`src/rtl/timing_gen.sv`:
```
// Two-phase clock and subcycle sequencer for the i4004 core: divides sysclk into
// subcycles, walks A1..X3, and emits registered clk1/clk2 plus phase strobes.
module timing_gen #(
   parameter int SUB_LEN    = 68,
   parameter int CLK1_START = 0,
   parameter int CLK1_W     = 20,
   parameter int CLK2_START = 34,
   parameter int CLK2_W     = 20
) (
   input  logic       sysclk,
   input  logic       poc,
   input  logic       halt_req,
   output logic       halt_ack,
   output logic       clk1,
   output logic       clk2,
   output logic       sync,
   output logic       a12,
   output logic       a22,
   output logic       a32,
   output logic       m12,
   output logic       m22,
   output logic       x12,
   output logic       x22,
   output logic       x32,
   output logic       m11,
   output logic       m21,
   output logic       m12_m22_clk1_m11_m12,
   output logic [2:0] subcycle
);

   localparam int TW = $clog2(SUB_LEN);

   typedef enum logic [1:0] {
      ST_RESET,
      ST_RUN,
      ST_HALT
   } state_t;

   state_t        state;
   logic [TW-1:0] t;
   logic [2:0]    s;
   int            tick;

   // Signed view of the tick counter so window compares against a zero offset stay clean.
   assign tick = int'(t);

   always_ff @(posedge sysclk) begin
      if (poc) begin
         state    <= ST_RESET;
         t        <= '0;
         s        <= '0;
         halt_ack <= 1'b0;
         clk1     <= 1'b0;
         clk2     <= 1'b0;
         sync     <= 1'b0;
         a12      <= 1'b0;
         a22      <= 1'b0;
         a32      <= 1'b0;
         m12      <= 1'b0;
         m22      <= 1'b0;
         x12      <= 1'b0;
         x22      <= 1'b0;
         x32      <= 1'b0;
         m11      <= 1'b0;
         m21      <= 1'b0;
         subcycle <= '0;
      end else begin
         case (state)
            ST_RESET: begin
               state <= ST_RUN;
            end

            ST_RUN: begin
               clk1     <= (tick >= CLK1_START) && (tick < CLK1_START + CLK1_W);
               clk2     <= (tick >= CLK2_START) && (tick < CLK2_START + CLK2_W);
               subcycle <= s;

               // Strobes are only reloaded on their own clock edge, so each spans a full subcycle.
               if (tick == CLK2_START) begin
                  a12 <= (s == 3'd0);
                  a22 <= (s == 3'd1);
                  a32 <= (s == 3'd2);
                  m12 <= (s == 3'd3);
                  m22 <= (s == 3'd4);
                  x12 <= (s == 3'd5);
                  x22 <= (s == 3'd6);
                  x32 <= (s == 3'd7);
               end

               if (tick == CLK1_START) begin
                  m11  <= (s == 3'd3);
                  m21  <= (s == 3'd4);
                  sync <= (s == 3'd7);
               end

               if (tick == SUB_LEN - 1) begin
                  t <= '0;
                  if ((s == 3'd7) && halt_req) begin
                     state    <= ST_HALT;
                     s        <= '0;
                     halt_ack <= 1'b1;
                  end else begin
                     s <= s + 3'd1;
                  end
               end else begin
                  t <= t + TW'(1);
               end
            end

            ST_HALT: begin
               // Outputs freeze at their end-of-X3 values; clk1/clk2 are already low there.
               if (!halt_req) begin
                  state    <= ST_RUN;
                  halt_ack <= 1'b0;
               end
            end

            default: begin
               state <= ST_RESET;
            end
         endcase
      end
   end

   assign m12_m22_clk1_m11_m12 = m12 | m22 | (clk1 & ~(m11 | m12));

endmodule

```
`config.mk`:
```
export PLATFORM = sky130hd
export DESIGN_NAME = timing_gen
export DESIGN_NICKNAME = d
export VERILOG_FILES = /design/src/rtl/timing_gen.sv
export SDC_FILE = /design/constraint.sdc
export NUM_CORES = 1
export LEC_CHECK = 0
export ABC_AREA = 1
export BUFFER_PORTS_ARGS = -buffer_cell sky130_fd_sc_hd__buf_2
export CELL_PAD_IN_SITES_DETAIL_PLACEMENT = 0
export CELL_PAD_IN_SITES_GLOBAL_PLACEMENT = 2
export CORE_AREA = 2 2 71 73
export DETAILED_ROUTE_END_ITERATION = 10
export DIE_AREA = 0 0 73 75
export PLACE_DENSITY_LB_ADDON = 0.05
export SLEW_MARGIN = 25
export SYNTH_ARGS = -nofsm -noshare
export SYNTH_HDL_FRONTEND = slang
export SYNTH_SLANG_ARGS = --single-unit
```
`constraint.sdc`:
```
create_clock -name sysclk -period 1.5 [get_ports sysclk]
set_input_delay 0.15 -clock sysclk [delete_from_list [all_inputs] [get_ports sysclk]]
set_output_delay 0.15 -clock sysclk [all_outputs]
set_load 0.01 [all_outputs]
```
Word level (Yosys, flattened, before mapping). Index checks and enable logic that the tools add are counted.

Bits of input ports: 3. Word-level logic and storage cells: 65. Bits in read-only memories: 0. Output and inout bits: 18. Memory bits (writable): 0. Memories: 0. Bits in latches: 0. Register bits after elaboration: 29.

Reduce and logical (&&, ||, !) cells: 12. Add/sub/neg operators: 2. Divide/modulo/power cells: 0. Equality and inequality tests: 14. Multipliers: 0. Mux-type cells: 10. Shift operators: 0. $lt $le $gt $ge: 4. Bitwise gates (word level): 5.

Operators with widths (number): zero test 32 bit (1); equality test 7 bit (second input constant) (2); equality test 3 bit (second input constant) (4); adder 7 x 1 -> 7 bit (second input constant) (1); greater-or-equal comparator 7 x 1 -> 1 bit (second input constant) (1); greater-or-equal comparator 7 x 6 -> 1 bit (second input constant) (1); < comparator 7 x 5 -> 1 bit (second input constant) (1); < comparator 7 x 6 -> 1 bit (second input constant) (1); 2-to-1 mux 7 bit (1); equality test 3 x 2 -> 1 bit (second input constant) (2); 2-to-1 mux 2 bit (3); inequality test 2 bit (second input constant) (3); one-hot mux 2 bit (3 select lines) (1); AND reduction 2 bit (3); AND reduction 4 bit (1); adder 3 x 1 -> 3 bit (second input constant) (1); equality test 3 x 1 -> 1 bit (second input constant) (1); logical AND 1 bit (3); zero test 3 bit (1); 2-to-1 mux 1 bit (3); 2-to-1 mux 3 bit (1); OR 1 bit (3); AND reduction 3 bit (1); equality test 2 x 1 -> 1 bit (second input constant) (1); other kinds (6) (6).

Longest topological paths before layout. Gate-level depths: netlist of the first run.

Depth after elaboration: 5. Mapped depth: 10. Depth with buffers taken out: 9.

Least setup slack after synthesis of the first run. No wires, ideal clock.

Path type: reg-to-reg. Start: reg t[0]. End: reg a12. Data required time: 1387 ps. Clock period less this slack: 1190 ps. Arrival time: 1078 ps. Stages on the path, launching flop included: 11. Path slack: 310 ps. Cells stage by stage: dfxtp_1 inv_1 ha_1 nand2_1 nor2_2 nand2_2 inv_2 buf_6 nand2_1 nand2_1 nor2_1.

Cells in the longest elaborated chain, start to end: 2.

RTL lines: start: declaration (line 40) `logic [TW-1:0] t;`; start signal: assignment (line 106) `t <= t + TW'(1);`; equality test 7 bit (line 79) `if (tick == CLK2_START) begin`; AND reduction 2 bit (no line); end signal: assignment (line 80) `a12 <= (s == 3'd0);`; end: declaration (line 17) `output logic a12,`.

Every way passes these cells. A chain may end at the register's enable or synchronous reset.

Worst setup path in the final report of the first run.
Start: reg s[1]. End: reg s[2].

Cells in the longest elaborated chain, start to end: 3.

RTL lines: start: declaration (line 41) `logic [2:0] s;`; start signal: assignment (line 103) `s <= s + 3'd1;`; parallel branches: the longest is 2 deep, another holds adder 3 x 1 -> 3 bit; 2-to-1 mux 3 bit (*) (line 98) `if ((s == 3'd7) && halt_req) begin`.

Every way passes the cells marked *.

==> flow_summary_export.csv, run 1 <==
group,metric,value,unit
status,status,"finished, final reports clean",
cts,insertion_delay,270,ps
timing,finalSetupViolCount,0,
cts,cts_num_sinks,29,
worst_hold_path,hp-class,"in2reg",
grt,first_global_vias,1151,
place,hpwl,2460,microns
cts,htree_levels,2,
floorplanning,die_h,75,microns
drt,routedWlPerCell,11.4,microns
power_and_ir_drop,power_leakage,0.771,nW
yosys,synth_top_area_cell,"dfxtp_1",
timing,period_share,88.0,%
cells_and_area,drive_gt1_share,20.1,%
timing,slew_violations,0,
cts,cts_buffers,5,
worst_setup_path,cp_slowest_cell,"dfxtp_1",
job,drv_cap,0,
worst_setup_path,cp.required,1710,ps
drt,vias,1256,
timing,min_period,1320,ps
drt,via_per_inst,4.52,
worst_setup_path,crit_buf_inv,0,
floorplanning,core,4660,sq um
drt,wl,3160,microns
yosys,yosys_warnings,0,
yosys,synth_cell_types,23,
worst_setup_path,crit_path_cell_trace,"ha_1, ha_1, nand2_1, nand2_1, nor2_1, nand2_1, o21ai_1",
place,io_buffers,20,
grt,grt_usage,13.2,%
floorplanning,die-width,73,microns
worst_setup_path,critPathMaxStageDelay,340,ps
power_and_ir_drop,p_per_area,974,nW/um^2
worst_setup_path,timing.setup.critical_path_class,"reg2reg",
cells_and_area,fin_nets,235,
worst_setup_path,cp-start-kind,"flip-flop",
timing,fin_skew,5.91,ps
cells_and_area,antenna_cells,0,
yosys,synthTopCellsByArea,"dfxtp_1, nand2_1, nor2_1",
grt,antenna_found_initial,0,
worst_setup_path,cpMostUsedCell,"nand2_1",
drt,drtIter0Drc,43,
timing,rsz0062_at_grt,"no",
cts,cts_root_buffer,"clkbuf_8",
yosys,synthCells,198,
timing,setup_slack,180,ps
drt,firstDrtPassIters,4,
cells_and_area,area_growth,18.9,%
timing,fin_setup_tns,0,ps
yosys,synth_area,1400,sq um
cells_and_area,layout_common_cells,"nand2_1, nor2_1, dfxtp_1",
place,gp_congestion,0.758,
grt,grt_overflow,0,
worst_setup_path,crit_family,"adder cells",
drt,ant_nets,0,
cts,path_clk_slew,60,ps
yosys,synth_top_cell_area_share,41.5,%
cts,cts_hold_buf,0,
power_and_ir_drop,peakVddDrop,0.000370,V
timing,fmax,758,MHz
grt,grt_max_degree,15,
cts,postCtsSetupBuffers,0,
worst_setup_path,worstSetupEndpointType,"flip-flop",
cts,clockBufferDepth,2,
worst_setup_path,critPathArrivalTime,1530,ps
floorplanning,start_util,30.0,%
drt,drc,0,
timing,worstMarginPinSlew,315,ps
floorplanning,ios,21,
timing,relSlewSlack,78.8,%
grt,grt_pass1_wl,5360,microns
yosys,avgSynthCellArea,7.07,sq um
cts,cts_tree,"done",
timing,hold_viol,0,
yosys,seq_area_frac_synth,41.5,%
yosys,yosys_register_bits,29,
floorplanning,rows,25,
floorplanning,dieArea,5480,sq um
cells_and_area,final_common_cell,"nand2_1",
yosys,synth_nets,210,
worst_setup_path,critPathMaxFanout,4,
place,pre_cts_ws,157,ps
logic make-up after synthesis:
family	Yosys count	synth area share, %
AND/OR/NAND/NOR	102	31.1
buffers and inverters	29	8.40
flip-flops	29	41.5
AO/OA/AOI/OAI	28	10.4
adder cells (fa/ha/maj)	9	8.04
XOR/XNOR	1	0.626
layer usage:
| metal | global-route usage, % | vias up | wire length, microns |
|---|---|---|---|
| li1 | - | 682 | - |
| met1 | 16.2 | 549 | 1490 |
| met2 | 21.2 | 21 | 1500 |
| met3 | 4.42 | 4 | 123 |
| met4 | 5.97 | 0 | 37 |
| met5 | 0 | - | 0 |
sequential cells by signal, summed over array words and instances (netlist names):
register and flops:
sync 1, m11 1, t 7, clk2 1, x32 1, m21 1
m12 1, state 2, subcycle 3, halt_ack 1, clk1 1, m22 1
a12 1, s 3, a32 1, x22 1, x12 1, a22 1
area by class of cell:
class	count	area (sq um)
fill	503	3000
multi-input combinational	140	704
sequential	29	581
timing repair buffer	22	115
clock buffer	7	96.3
inverter	25	96.3
tap	54	67.6
clock inverter	1	5.00
synth_stat cells, drive strengths merged:
library cell	instances
nand2	46
nor2	42
dfxtp	29
inv	25
a21oi	14
o21ai	12
ha	9
nand3	7
nand4	4
nor3	3
buf	2
clkbuf	2
o211ai	1
o31ai	1
xor2	1
through the flow:
step	total power, mW	std cells	instance area, sq um	hold WS (ps)	util [%]
floorplan	0.902	198	1400	328	-
global placement	0.941	270	1560	437	33.4
detailed placement	0.942	270	1560	441	33.4
CTS	1.66	278	1660	164	35.6
global route	1.72	278	1670	173	35.7
finish	1.62	278	1670	168	35.7
where the power goes:
part | leakage, nW | total [mW] | internal [mW] | switching, mW
Clock | 0.0542 | 0.700 | 0.414 | 0.286
Combinational | 0.481 | 0.120 | 0.0438 | 0.0762
Sequential | 0.236 | 0.802 | 0.788 | 0.0134
worst paths after layout:
| path | start | depth (start not counted) | slack (ps) | end |
|---|---|---|---|---|
| setup / recovery | s[1]$_SDFFE_PP0P_ | 7 | 180 | s[2]$_SDFFE_PP0P_ |
| hold / removal | poc | 2 | 170 | clk1$_SDFFE_PP0P_ |
| setup reg to reg | s[1]$_SDFFE_PP0P_ | 7 | 180 | s[2]$_SDFFE_PP0P_ |
| hold reg to reg | halt_ack$_SDFFE_PP0P_ | 2 | 440 | halt_ack$_SDFFE_PP0P_ |
what timing repair did:
action	4_1_cts	5_1_grt
gates resized for setup	0	2
endpoints found under the setup margin	0	3
endpoints found under the hold margin	0	0
Power figures use the tool's default switching activity.
==> run 2: changes to the inputs <==
Settings changed: PLACE_DENSITY set to 0.85, PLACE_DENSITY_LB_ADDON 0.05 to unset.
==> flow_summary_export.csv, run 2 (synthesized netlist as in run 1, its figures left out) <==
group,metric,value,unit
power_and_ir_drop,p_per_area,954,nW/um^2
cells_and_area,top_register,"t",
floorplanning,dieArea,5480,sq um
floorplanning,die_h,75,microns
drt,drtIter0Drc,48,
place,io_buffers,20,
cts,cts_root_buffer,"clkbuf_8",
timing,hold_viol,0,
drt,ant_nets,0,
cts,postCtsSetupBuffers,0,
cells_and_area,antenna_cells,0,
timing,finalSetupViolCount,0,
cells_and_area,final_cells,277,
power_and_ir_drop,power_leakage,0.760,nW
grt,grt_overflow,0,
cts,cts_hold_buf,0,
cells_and_area,layout_common_cells,"nand2_1, nor2_1, dfxtp_1",
worst_hold_path,hp-class,"in2reg",
power_and_ir_drop,peakVddDrop,0.000264,V
status,status,"finished, final reports clean",
grt,grt_max_degree,14,
timing,min_period,1310,ps
cts,cts_num_sinks,29,
job,drv_cap,0,
cts,insertion_delay,280,ps
cells_and_area,largest_register_ffs,7,
worst_setup_path,cp.required,1670,ps
timing,fmax,761,MHz
floorplanning,die-width,73,microns
worst_setup_path,worstSetupEndpointType,"flip-flop",
grt,first_global_vias,1129,
drt,vias,1205,
place,dp_cells,270,
worst_setup_path,critPathMaxFanout,13,
worst_setup_path,critPathArrivalTime,1490,ps
worst_setup_path,timing.setup.critical_path_class,"reg2reg",
timing,period_share,87.6,%
timing,hold_ws,165,ps
floorplanning,rows,25,
cells_and_area,final_common_cell,"nand2_1",
grt,grt_pass1_wl,5180,microns
cts,cts_buffers,5,
place,gp_congestion,0.806,
cells_and_area,design_area,1650,sq um
grt,grt_usage,12.8,%
cells_and_area,drive_gt1_share,18.8,%
timing,relSlewSlack,78.4,%
cts,clockBufferDepth,2,
cells_and_area,area_growth,17.5,%
cts,cts_resized,0,
floorplanning,ios,21,
grt,antenna_found_initial,0,
timing,fin_skew,3.80,ps
place,hpwl,2300,microns
cells_and_area,fin_nets,235,
drt,routedWlPerCell,10.8,microns
cells_and_area,top_regs,"t: 7 flops, s: 3 flops, subcycle: 3 flops",
cts,cts_tree,"done",
timing,worstMarginPinSlew,321,ps
floorplanning,core,4660,sq um
cts,htree_levels,2,
place,dpl_cell_area,1560,sq um
timing,fin_setup_tns,0,ps
cts,path_clk_slew,60,ps
worst_setup_path,cp-start-kind,"flip-flop",
floorplanning,start_util,30.0,%
drt,via_per_inst,4.35,
drt,drc,0,
timing,slew_violations,0,
drt,firstDrtPassIters,4,
drt,wl,2990,microns
power_and_ir_drop,finalPower,1.57,mW
timing,rsz0062_at_grt,"no",
run 2: path summary, 6_finish.rpt:
kind,cells past startpoint,from,slack (ps),end
worst max-delay path,9,t[0]$_SDFFE_PP0P_,190,a22$_SDFFE_PP0P_
worst min-delay path,2,poc,170,clk2$_SDFFE_PP0P_
worst max register to register,9,t[0]$_SDFFE_PP0P_,190,a22$_SDFFE_PP0P_
worst min register to register,2,halt_ack$_SDFFE_PP0P_,440,halt_ack$_SDFFE_PP0P_
run 2: critical path, stage by stage (launching register included):
cell	delay (ps)
dfxtp_1	310
inv_1	150
ha_1	170
nand2_1	60
nor2_2	90
nand2_2	80
inv_2	180
nand2_1	70
nand2_1	60
nor2_1	40
run 2: power breakdown:
part,total (mW),internal [mW],switching (mW)
clock,0.648,0.363,0.285
sequential,0.802,0.789,0.0131
combinational,0.121,0.0452,0.0756
run 2: area by class of cell:
class                           count  area (sq um)
Fill cell                         514          3020
Clock buffer                        7          86.3
Inverter                           25          93.8
Tap cell                           54          67.6
Multi-Input combinational cell    140           702
Sequential cell                    29           581
Timing Repair Buffer               22           115
run 2: stage by stage:
stage | util [%] | worst slack [ps]
after floorplan | - | 310
after global placement | 33.4 | 171
after detailed placement | 33.4 | 183
after CTS | 35.3 | 165
after global routing | 35.3 | 8.01
final | 35.3 | 187
run 2: metal layers:
metal	up-vias	GRT usage, %	share of wire [%]
met5	-	0	0
met4	0	6.17	2.1
met3	6	4.82	3.8
met2	19	20.2	44
met1	512	15.4	50
li1	668	-	-
